[config.mk]
export PLATFORM = sky130hd
export DESIGN_NAME = ibex_bloom_unit
export DESIGN_NICKNAME = d
export VERILOG_FILES = /design/src/rtl/ibex_bloom_pkg.sv /design/src/rtl/ibex_bloom_hash.sv /design/src/rtl/ibex_bloom_unit.sv
export SDC_FILE = /design/constraint.sdc
export NUM_CORES = 2
export LEC_CHECK = 0
export ABC_CLOCK_PERIOD_IN_PS = 14300
export CAP_MARGIN = 20
export CORE_MARGIN = 3
export CORE_UTILIZATION = 63
export CTS_CLUSTER_SIZE = 28
export DETAILED_ROUTE_END_ITERATION = 10
export MAX_ROUTING_LAYER = met4
export PLACE_DENSITY = 0.8
export RECOVER_POWER = 100
export SYNTH_ARGS = -nofsm -noshare
export SYNTH_HDL_FRONTEND = slang
export SYNTH_SLANG_ARGS = --single-unit
[constraint.sdc]
create_clock -name clk_i -period 14.3 [get_ports clk_i]
set_clock_uncertainty 0.1 [all_clocks]
set_input_delay 2.86 -clock clk_i [delete_from_list [all_inputs] [get_ports clk_i]]
set_output_delay 2.86 -clock clk_i [all_outputs]
set_load 0.02 [all_outputs]
[src/rtl/ibex_bloom_pkg.sv]
// Shared opcodes, FSM states and hash constants for the Bloom-filter custom unit.
package ibex_bloom_pkg;

    typedef enum logic [4:0] {
        OP_INSERT = 5'd1,
        OP_CHECK  = 5'd2,
        OP_CLEAR  = 5'd3,
        OP_COUNT  = 5'd4
    } bloom_op_e;

    typedef enum logic [1:0] {
        ST_IDLE,
        ST_HASH,
        ST_DONE
    } bloom_state_e;

    localparam logic [31:0] GOLDEN = 32'h9E3779B1;

    localparam logic [31:0] SALT [8] = '{
        32'h00000000, 32'h5BD1E995, 32'hCC9E2D51, 32'h1B873593,
        32'h85EBCA6B, 32'hC2B2AE35, 32'h27D4EB2F, 32'h165667B1
    };

endpackage

[src/rtl/ibex_bloom_hash.sv]
// Multiplicative hash: salts the key, multiplies by the golden ratio constant and
// keeps the top log2(FilterBits) bits of the truncated 32-bit product.
module ibex_bloom_hash
    import ibex_bloom_pkg::*;
#(
    parameter int FilterBits = 1024
) (
    input  logic [31:0]                   k,
    input  logic [2:0]                    i,
    output logic [$clog2(FilterBits)-1:0] index
);

    localparam int IdxW = $clog2(FilterBits);

    logic [31:0] prod;

    assign prod  = (k ^ SALT[i]) * GOLDEN;
    assign index = IdxW'(prod >> (32 - IdxW));

endmodule

[src/rtl/ibex_bloom_unit.sv]
// Bloom-filter responder for the EX-stage custom-instruction interface.
//   state | meaning
//   IDLE  | waiting for custom_en_i, latches op and folded key
//   HASH  | one hash index per cycle, read-then-set of the filter bit
//   DONE  | one-cycle valid pulse with result, CLEAR/count update
module ibex_bloom_unit
    import ibex_bloom_pkg::*;
#(
    parameter int FilterBits = 1024,
    parameter int NumHashes  = 3,
    parameter int CountW     = 16
) (
    input  logic        clk_i,
    input  logic        rst_ni,
    input  logic        custom_en_i,
    input  logic [4:0]  custom_op_i,
    input  logic [31:0] custom_in_RS1_i,
    input  logic [31:0] custom_in_RS2_i,
    output logic        custom_valid_o,
    output logic [31:0] custom_result_o,
    output logic        custom_err_o,
    output logic        custom_busy_o
);

    localparam int         IdxW     = $clog2(FilterBits);
    localparam logic [2:0] LastHash = 3'(NumHashes - 1);

    bloom_state_e          state_q, state_d;
    logic [4:0]            op_q;
    logic [31:0]           key_q;
    logic [2:0]            hash_idx_q;
    logic                  all_set_q;
    logic [FilterBits-1:0] filter_q;
    logic [CountW-1:0]     insert_count;
    logic [IdxW-1:0]       hash_index;

    ibex_bloom_hash #(.FilterBits(FilterBits)) u_hash (
        .k     (key_q),
        .i     (hash_idx_q),
        .index (hash_index)
    );

    always_comb begin
        state_d = state_q;
        case (state_q)
            ST_IDLE: begin
                if (custom_en_i) begin
                    if (custom_op_i == OP_INSERT || custom_op_i == OP_CHECK) state_d = ST_HASH;
                    else                                                     state_d = ST_DONE;
                end
            end
            ST_HASH: begin
                if (!custom_en_i)                 state_d = ST_IDLE;
                else if (hash_idx_q == LastHash)  state_d = ST_DONE;
            end
            ST_DONE: state_d = ST_IDLE;
            default: state_d = ST_IDLE;
        endcase
    end

    always_comb begin
        custom_valid_o  = 1'b0;
        custom_result_o = '0;
        custom_err_o    = 1'b0;
        custom_busy_o   = (state_q != ST_IDLE);
        if (state_q == ST_DONE) begin
            custom_valid_o = 1'b1;
            case (op_q)
                OP_INSERT, OP_CHECK: custom_result_o = {31'b0, all_set_q};
                OP_CLEAR:            custom_result_o = '0;
                OP_COUNT:            custom_result_o = 32'(insert_count);
                default:             custom_err_o    = 1'b1;
            endcase
        end
    end

    always_ff @(posedge clk_i) begin
        if (!rst_ni) begin
            state_q      <= ST_IDLE;
            op_q         <= '0;
            key_q        <= '0;
            hash_idx_q   <= '0;
            all_set_q    <= 1'b0;
            filter_q     <= '0;
            insert_count <= '0;
        end else begin
            state_q <= state_d;
            case (state_q)
                ST_IDLE: begin
                    if (custom_en_i) begin
                        op_q       <= custom_op_i;
                        key_q      <= custom_in_RS1_i ^ {custom_in_RS2_i[15:0], custom_in_RS2_i[31:16]};
                        hash_idx_q <= '0;
                        all_set_q  <= 1'b1;
                    end
                end
                ST_HASH: begin
                    // A kill leaves earlier bits set; the filter only ever gains members.
                    if (custom_en_i) begin
                        all_set_q  <= all_set_q & filter_q[hash_index];
                        hash_idx_q <= hash_idx_q + 3'd1;
                        if (op_q == OP_INSERT) filter_q[hash_index] <= 1'b1;
                    end
                end
                ST_DONE: begin
                    if (op_q == OP_INSERT && insert_count != '1)
                        insert_count <= insert_count + 1'b1;
                    if (op_q == OP_CLEAR) begin
                        filter_q     <= '0;
                        insert_count <= '0;
                    end
                end
                default: ;
            endcase
        end
    end

endmodule

==> impl_metrics.prom <==
# TYPE chip_impl_metric gauge
chip_impl_metric{name="min_delay_path_depth",unit=""} 2
chip_impl_metric{name="flow.area_growth_from_synthesis",unit="%"} 8.98
chip_impl_metric{name="drc_violation_count_after_routing",unit=""} 0
chip_impl_metric{name="grt_antenna_before_repair",unit=""} 2
chip_impl_metric{name="post_drt_wl_per_cell",unit="um"} 22.5
chip_impl_metric{name="ys_ff_latch",unit=""} 1083
chip_impl_metric{name="dieArea",unit="sq um"} 93500
chip_impl_metric{name="vias_per_cell",unit=""} 6.41
chip_impl_metric{name="gr-total-overflow",unit=""} 0
chip_impl_metric{name="groute.usage.overall",unit="%"} 37.5
chip_impl_metric{name="required_time_at_the_worst_slack_endpoint",unit="ps"} 14820
chip_impl_metric{name="hpwlAfterDp",unit="um"} 106000
chip_impl_metric{name="regToRegSetupSlack",unit="ps"} 1130
chip_impl_info{name="synth_top_flop_cell",value="dfxtp_1"} 1
chip_impl_metric{name="route.vias.total",unit=""} 49800
chip_impl_info{name="rsz0062_at_grt",value="no"} 1
chip_impl_metric{name="synth_area_per_cell",unit="sq um"} 8.39
chip_impl_metric{name="ios",unit=""} 107
chip_impl_metric{name="synth.distinct_cells",unit=""} 72
chip_impl_info{name="violations",value="capacitance limit, slew limit"} 1
chip_impl_metric{name="fin_nets",unit=""} 6969
chip_impl_metric{name="clk_path_buf_depth",unit=""} 3
chip_impl_metric{name="timing_worst_slew_pin_value",unit="ps"} 3360
chip_impl_metric{name="port_buffers",unit=""} 90
chip_impl_metric{name="htreeDepth",unit=""} 3
chip_impl_metric{name="synth.yosys.warnings",unit=""} 0
chip_impl_metric{name="clkLatencyLatePin",unit="ps"} 720
chip_impl_metric{name="post_route_cells_drive_above_1_share",unit="%"} 7.24
chip_impl_metric{name="global_route_wire_length_before_repair",unit="um"} 269000
chip_impl_metric{name="seq_area_frac_synth",unit="%"} 38.3
chip_impl_metric{name="finalSetupViolCount",unit=""} 0
chip_impl_info{name="outcome",value="complete, but fails checks"} 1
chip_impl_metric{name="first_global_vias",unit=""} 47000
chip_impl_metric{name="core_region_area",unit="sq um"} 88800
chip_impl_info{name="worst_r2r_startpoint",value="hash_idx_q[0]"} 1
chip_impl_metric{name="ff2ff_path_depth",unit=""} 35
chip_impl_info{name="cp_endpoint_kind",value="register"} 1
chip_impl_info{name="critical_path.most_common_cell",value="inv_1"} 1
chip_impl_metric{name="tns",unit="ps"} 0
chip_impl_metric{name="report.final.hold_viol_count",unit=""} 0
chip_impl_info{name="critPathKind",value="reg2reg"} 1
chip_impl_metric{name="timing.critical_path.slowest_cell_delay",unit="ps"} 1520
chip_impl_metric{name="syn-instance-count",unit=""} 6747
chip_impl_metric{name="drt.antenna.violating_nets",unit=""} 0
chip_impl_info{name="crit_start",value="hash_idx_q[0]"} 1
chip_impl_metric{name="die_width",unit="um"} 306
chip_impl_metric{name="place.gp.congestion",unit=""} 0.975
chip_impl_metric{name="ctsHoldBuffers",unit=""} 0
chip_impl_metric{name="clock_sink_count",unit=""} 1083
chip_impl_metric{name="clkSlewWorstSetupHoldPaths",unit="ps"} 60
chip_impl_metric{name="maximum_number_of_pins_on_one_net_before_global_route_repair",unit=""} 298
chip_impl_metric{name="core.rowCount",unit=""} 109
chip_impl_metric{name="inserted_clock_buffers",unit=""} 107
chip_impl_metric{name="synth_enable_flop_cells",unit=""} 0
chip_impl_metric{name="crit_path_max_fanout",unit=""} 32
chip_impl_info{name="worst_hold_startpoint",value="filter_q[638]"} 1
chip_impl_info{name="cts_root_buffer",value="clkbuf_16"} 1
chip_impl_metric{name="fmaxAchievable",unit="MHz"} 75.9
chip_impl_metric{name="synth_area",unit="sq um"} 56600
chip_impl_info{name="min-delay-path-class",value="reg2reg"} 1
chip_impl_metric{name="slew_limit_fails",unit=""} 777
chip_impl_metric{name="layout_worst_path_cycle_share",unit="%"} 92.1
chip_impl_metric{name="max_slew_margin",unit="%"} -124
chip_impl_metric{name="synth-async-reset-ratio",unit="%"} 0
chip_impl_metric{name="time_the_worst_path_needs_with_i_o_delays_and_setup",unit="ps"} 13170
chip_impl_info{name="timing.critical_path.from_type",value="register"} 1
chip_impl_info{name="tritoncts_clock_tree",value="built"} 1
chip_impl_metric{name="post_cts.repair.setup_buffers",unit=""} 0
chip_impl_info{name="crit_slowest_cell",value="nor2_2"} 1
chip_impl_metric{name="worstPathArrival",unit="ps"} 13690
chip_impl_metric{name="drt_pre_antenna_iters",unit=""} 9
chip_impl_metric{name="drv.max_cap_violation_count",unit=""} 24
chip_impl_metric{name="dr.first_iter.drc_count",unit=""} 7272
chip_impl_metric{name="drt_wl_total",unit="um"} 175000
chip_impl_metric{name="die_h",unit="um"} 306
chip_impl_metric{name="post_cts.resized_instances",unit=""} 0
chip_impl_metric{name="floorplan.initialDensity",unit="%"} 63.8
==> cell families (layout without fill, tap and decap cells) <==
family	after synthesis	in the layout	synth area share (%)
and+or+nand+nor	2294	2294	17.8
AOI/OAI and AO/OA	1744	1744	18.0
DFF	1083	1083	38.3
buffers and inverters	910	747	6.69
adders and majority gates	390	390	11.2
muxes	190	190	5.84
xor gates and xnor gates	135	135	2.16
other	1	17	0.00662
==> stage by stage <==
stage / instance area [sq um] / util [%] / hold slack, ps / worst slack, ps / instances
CTS: 62000 / 69.8 / 361 / 2340 / 7762
global placement: 58100 / 65.4 / 339 / 2460 / 7559
floorplan: 56700 / - / 329 / 4160 / 6762
global route: 61700 / 69.5 / 376 / 825 / 7765
finish: 61700 / 69.5 / 357 / 1130 / 7765
detailed placement: 58200 / 65.5 / 345 / 2380 / 7562
==> flip-flops by register name (all words and copies together) (netlist names) <==
| signal | flops |
|---|---|
| all_set_q | 1 |
| filter_q | 1024 |
| hash_idx_q | 3 |
| insert_count | 16 |
| key_q | 32 |
| op_q | 5 |
| state_q | 2 |
==> path summary, 6_finish.rpt <==
path,end
worst min register to register,filter_q[638]
worst min-delay path,filter_q[638]
worst max register to register,filter_q[752]
worst max-delay path,filter_q[752]
==> Yosys cell counts, types with 9 or more instances <==
master	number	area, sq um
and2_1	21	131
clkbuf_1	414	1550
dfxtp_1	1083	21700
and3_1	81	507
buf_1	25	93.8
a22oi_1	149	1120
nand2b_1	294	1840
nor2_1	1251	4700
a31oi_1	23	144
mux2i_1	78	781
a21boi_0	9	67.6
buf_4	54	405
inv_1	308	1160
a21oi_1	1103	5520
o211a_1	33	330
o22ai_1	103	644
a211oi_1	166	1250
buf_2	103	515
o21ai_0	64	320
nor2b_1	9	56.3
nor4_1	33	206
nor3_1	34	170
xnor2_1	104	911
nand3_1	120	601
xor2_1	28	245
fa_1	196	3920
nand2_1	410	1540
a211o_1	54	473
ha_1	193	2410
mux4_2	112	2520
==> worst max-delay path, delay by kind of cell (launching register included) <==
| family | cells | cell delay, ps |
|---|---|---|
| xor+xnor | 2 | 570 |
| simple gates | 5 | 2760 |
| compound gates | 8 | 2860 |
| fa+ha+maj | 9 | 4230 |
| flops | 1 | 520 |
| buf+inv | 11 | 1970 |
==> layer usage <==
metal	track usage [%]	vias up	part of all wire, %
met3	7.27	760	12
met1	49.5	23600	38
met2	55.4	3059	44
li1	-	22400	-
met5	-	-	0
met4	19.0	0	5.9
==> area by class of cell <==
type / count / area (sq um)
clock inverters: 42 / 588
fillers: 6810 / 27100
well taps: 1165 / 1460
repair buffers: 238 / 2020
multi-input cells: 4769 / 31600
inverters: 309 / 1160
flip-flops and latches: 1083 / 21700
diodes: 1 / 2.50
clock buffers: 158 / 3190
==> placed cells by master (no fill, tap or decap), types with 16 or more instances in the layout <==
| cell | n |
|---|---|
| nor2_4 | 26 |
| xnor2_1 | 103 |
| a31oi_1 | 23 |
| nor4_1 | 33 |
| clkbuf_16 | 108 |
| mux4_2 | 112 |
| clkdlybuf4s50_1 | 70 |
| o21ai_0 | 64 |
| a22oi_1 | 149 |
| xor2_1 | 27 |
| a211oi_1 | 164 |
| inv_1 | 309 |
| fa_1 | 196 |
| nor2_1 | 1213 |
| nand2b_1 | 294 |
| dlygate4sd3_1 | 20 |
| nand3_1 | 118 |
| clkbuf_1 | 56 |
| clkinv_2 | 20 |
| nand2_1 | 409 |
| a21oi_1 | 1103 |
| mux2i_1 | 77 |
| conb_1 | 16 |
| nor3_1 | 27 |
| o22ai_1 | 103 |
| buf_4 | 101 |
| ha_1 | 192 |
| and2_1 | 20 |
| o211a_1 | 33 |
| dfxtp_1 | 1083 |
| a211o_1 | 54 |
| clkbuf_8 | 30 |
| and3_1 | 80 |
Power is left out: the tool's default activity adds up to more than one toggle a clock period on the data nets, which glitch-free logic cannot reach.
